`src/rtl/bitop_pipe.sv`:
```
// Two-stage bitwise logic unit (AND/OR/XOR/NAND/NOR/XNOR plus AND/OR accumulate); BITOP_STATS_EN enables the op_count statistic.
// Latency: the input-transfer edge loads S1, the next edge loads S2 (q/flags); one beat per cycle when out_ready stays high.
// Backpressure: holds up to two beats; in_ready = !s1_valid || s2_load, so releasing out_ready reopens input in the same cycle.
module bitop_pipe #(
    parameter int              WIDTH    = 8,
    parameter logic [WIDTH-1:0] ACC_INIT = {WIDTH{1'b1}}
) (
    input  logic             clk,
    input  logic             rst,
    input  logic             in_valid,
    output logic             in_ready,
    input  logic [WIDTH-1:0] a,
    input  logic [WIDTH-1:0] b,
    input  logic [2:0]       op,
    input  logic             acc_clr,
    output logic             out_valid,
    input  logic             out_ready,
    output logic [WIDTH-1:0] q,
    output logic             zero,
    output logic             ones,
    output logic             parity,
    output logic [31:0]      op_count
);

    localparam logic [2:0] OP_AND     = 3'd0;
    localparam logic [2:0] OP_OR      = 3'd1;
    localparam logic [2:0] OP_XOR     = 3'd2;
    localparam logic [2:0] OP_NAND    = 3'd3;
    localparam logic [2:0] OP_NOR     = 3'd4;
    localparam logic [2:0] OP_XNOR    = 3'd5;
    localparam logic [2:0] OP_ACC_AND = 3'd6;
    localparam logic [2:0] OP_ACC_OR  = 3'd7;

    logic             s1_valid;
    logic [WIDTH-1:0] s1_result;
    logic             s2_valid;
    logic [WIDTH-1:0] acc;
    logic [WIDTH-1:0] result;
    logic             is_acc_op;
    logic             s2_load;
    logic             in_fire;

    assign s2_load   = s1_valid && (!s2_valid || out_ready);
    // Reset gating keeps the upstream from seeing ready while both stages are being flushed.
    assign in_ready  = !rst && (!s1_valid || s2_load);
    assign in_fire   = in_valid && in_ready;
    assign out_valid = s2_valid;
    assign is_acc_op = (op == OP_ACC_AND) || (op == OP_ACC_OR);

    always_comb begin
        result = '0;
        case (op)
            OP_AND:     result = a & b;
            OP_OR:      result = a | b;
            OP_XOR:     result = a ^ b;
            OP_NAND:    result = ~(a & b);
            OP_NOR:     result = ~(a | b);
            OP_XNOR:    result = ~(a ^ b);
            OP_ACC_AND: result = acc & a;
            OP_ACC_OR:  result = acc | a;
            default:    result = '0;
        endcase
    end

    // Clear has priority: a coinciding ACC beat still computes against the old acc.
    always_ff @(posedge clk or posedge rst) begin
        if (rst) begin
            acc <= ACC_INIT;
        end else if (acc_clr) begin
            acc <= ACC_INIT;
        end else if (in_fire && is_acc_op) begin
            acc <= result;
        end
    end

    always_ff @(posedge clk or posedge rst) begin
        if (rst) begin
            s1_valid  <= 1'b0;
            s1_result <= '0;
        end else if (in_fire) begin
            s1_valid  <= 1'b1;
            s1_result <= result;
        end else if (s2_load) begin
            s1_valid  <= 1'b0;
        end
    end

    always_ff @(posedge clk or posedge rst) begin
        if (rst) begin
            s2_valid <= 1'b0;
            q        <= '0;
            zero     <= 1'b1;
            ones     <= 1'b0;
            parity   <= 1'b0;
        end else if (s2_load) begin
            s2_valid <= 1'b1;
            q        <= s1_result;
            zero     <= (s1_result == '0);
            ones     <= &s1_result;
            parity   <= ^s1_result;
        end else if (out_ready) begin
            s2_valid <= 1'b0;
        end
    end

`ifdef BITOP_STATS_EN
    logic        out_fire;
    logic [31:0] op_count_q;

    assign out_fire = s2_valid && out_ready;

    always_ff @(posedge clk or posedge rst) begin
        if (rst) begin
            op_count_q <= '0;
        end else if (out_fire && (op_count_q != 32'hFFFF_FFFF)) begin
            op_count_q <= op_count_q + 32'd1;
        end
    end

    assign op_count = op_count_q;
`else
    assign op_count = '0;
`endif

endmodule

```
`config.mk`:
```
export PLATFORM = sky130hd
export DESIGN_NAME = bitop_pipe
export DESIGN_NICKNAME = d
export VERILOG_FILES = /design/src/rtl/bitop_pipe.sv
export SDC_FILE = /design/constraint.sdc
export NUM_CORES = 1
export LEC_CHECK = 0
export BUFFER_PORTS_ARGS = -buffer_cell sky130_fd_sc_hd__buf_2
export CORE_ASPECT_RATIO = 1.4
export CORE_MARGIN = 5
export CORE_UTILIZATION = 57
export DETAILED_ROUTE_END_ITERATION = 7
export PLACE_DENSITY = 0.84
export SYNTH_ARGS = -nofsm -noshare
export SYNTH_HDL_FRONTEND = slang
export SYNTH_SLANG_ARGS = --single-unit
```
`constraint.sdc`:
```
create_clock -name clk -period 2.23 [get_ports clk]
set_input_delay 0 -clock clk [delete_from_list [all_inputs] [get_ports clk]]
set_output_delay 0 -clock clk [all_outputs]
set_load 0.005 [all_outputs]
```
==> impl_results.md <==
- Status: finished clean
- Critical path arrival: 1.85 ns
- Worst vdd ir: 446 µV
- Tightest Pin Transition: ~0.62 ns
- Clk slew on worst S/H paths: 0.06 ns
- Vias in the first global route: 1789
- Initial Util: 0.577
- Pleak: 1.31 nW
- Synth top area share: 0.208
- Clk_skew: ~0.0082 ns
- Post-DP Area: 2450 µm²
- Worst skew pair latency: between 0.2 and 0.3 ns
- Fraction of registers with async set/reset: 1.00
- Synth warn: 0
- DRT iter0 DRCs: 51
- Setup TNS: 0 ns
- Area grow syn2layout: 6.39%
- Post-Route WL: 4.59 mm
- Yosys reg bits: 29
- Vias per Instance: 5.46
- Drt first pass iters: 4
- Critical Path Sink Type: flip-flop
- Total GRT Usage: 0.170
- Largest net degree at the start of global routing: 45
- Chip width: between 60 and 70 µm
- Initial antenna violation count: 0
- Startpoint types: primary input
- Crit path time final: 1.63 ns
- Top area cells in the synthesized netlist: dfrtp_1 (21%), ha_1 (12%), buf_4 (10%), dfstp_2 (9.8%), inv_1 (4.4%)
- Main synth FF type: dfrtp_1
- Unrepaired setup endpoints after global routing: no
- Max Cap Viol: 0
- Clock Sinks: 29
- Crit-path max FO: 18
- Drt wl/cell: 12.9 µm
- Seq/Total Area, Yosys: 0.306
- Final setup fails: 0
- Top-level port count: 69
- CTS tree: built
- Core area: 4170 µm²
- Worst hold-check path type: primary input to flip-flop
- Gp weighted congestion: 0.849
- Via count: ~1900
- Num CTS Buffers: 5
- CTS Buffer Depth: 2
- Synthesized area per cell: 8.63 µm²
- DP Wirelength: approximately 3.6 mm
- Distinct cells, synth: 46
- Commonest cells after routing, fill and taps aside: buf_2 (36), conb_1 (32), inv_1 (28)
- Final hold violation count: 0
- Die height: 86.9 µm
- Dpl ws: 0.712 ns
- # rows: 28
- Mapped cell area: ~2400 µm²
- N_diodes: 0
- Drt drc: 0
- WP data required: about 2.5 ns
- FMAX: 0.615 GHz
- H-tree Lvls: 2
- Number of nets in the layout: between 300 and 400
- Pwr Density: ~630 nW/µm²
- Die area: 5640 µm²
- First-pass GRT wire length: 7.51 mm
- Final period util: 0.729
- Commonest non-fill, non-tap cell in the layout: buf_2
- Share of cells above drive strength 1: 0.190
- EDFF count, synth: 0
- CTS Root Cell: clkbuf_8
- Remaining Overflow, GRT: 0
- Slew headroom: 0.584
- Final Total Pwr: approximately 0.0016 W
- Slew Limit Fails: 0
- Mapped Cells: 279
- Post-CTS Setup Bufs: 0
- Cell taking the most area after synthesis: dfrtp_1
- Post-Layout Inst Area: ~2600 µm²
- Antenna viol nets, final: 0
- Critical path type: primary input to flip-flop
- I/O Buffers: 36
- Post-route setup slack: between 0.6 and 0.7 ns
-- logic make-up (layout without fill, tap and decap cells) --
logic type	count (synthesis)	after routing	share of synthesized area
compound gates	79	79	0.231
buf+inv	74	74	0.176
simple gates	64	64	0.129
flops	29	29	0.306
fa+ha+maj	24	24	0.125
mux	5	5	0.0208
xor+xnor	3	3	0.0109
other cells	1	32	0.00156
-- per-stage QoR --
step	instances	hold WS (ns)	util
after floorplan	310	0.0767	-
final	355	0.0166	0.614
after detailed placement	346	0.0417	0.588
after global routing	355	0.0303	0.614
after CTS	355	0.00525	0.614
after global placement	346	0.0352	0.588
-- power breakdown --
group | internal (W) | leakage, nW | switching, W
combinational | 0.000210 | 0.914 | 0.000255
sequential | 0.000621 | 0.345 | 0.0000533
clock | 0.000278 | 0.0542 | 0.000205
total | 0.00111 | 1.31 | 0.000514
-- worst paths after layout --
path	from	end	slack, ns	cells past startpoint
max	rst	s1_result[7]$_DFFE_PP0P_	0.60	6
min	out_ready	out_valid$_DFFE_PP0P_	0.02	3
max reg2reg	s1_valid$_DFFE_PP0P_	s1_result[7]$_DFFE_PP0P_	0.68	4
min reg2reg	parity$_DFFE_PP0P_	parity$_DFFE_PP0P_	0.47	2
max in group asynchronous	rst	acc[5]$_DFFE_PP1P_	1.29	4
min in group asynchronous	rst	s1_result[6]$_DFFE_PP0P_	0.28	3
-- sequential cells by signal (all words and copies together), names as in the netlist --
register	count
out_valid	1
s1_result	8
parity	1
q	8
s1_valid	1
ones	1
zero	1
acc	8
-- synth_stat cells (6+ instances only) --
cell type,n
nand2_1,24
dfrtp_1,20
dfstp_2,9
buf_2,8
nor2_1,15
o21ai_0,21
ha_1,24
buf_4,32
o31ai_1,6
a21oi_1,7
a211oi_1,13
nand2b_1,9
inv_1,28
-- final cells by class --
| cell class | count | area, µm² |
|---|---|---|
| Clock buffer | 7 | 96.3 |
| Clock inverter | 1 | 5.00 |
| Fill cell | 378 | 1610 |
| Inverter | 28 | 105 |
| Multi-Input combinational cell | 207 | 1360 |
| Sequential cell | 29 | 737 |
| Tap cell | 45 | 56.3 |
| Timing Repair Buffer | 38 | 198 |
-- critical path: stages --
cell and delay (ns):
dlygate4sd3_1 0.54, buf_2 0.13, nor2b_1 0.28, nand2_2 0.27, a2111oi_0 0.48, a211o_1 0.16
-- what timing repair did --
action | CTS | global route
resized for setup | 0 | 0
hold endpoints to repair | 10 | 0
hold buffers | 1 | 0
-- per-layer routing --
metal | global-route usage | routed length, µm
met1 | 0.183 | 1780
met2 | 0.296 | 2410
met3 | 0.0452 | 289
met5 | 0 | 0
met4 | 0.0962 | 111
Note: power is estimated with default switching activity, not from simulation.
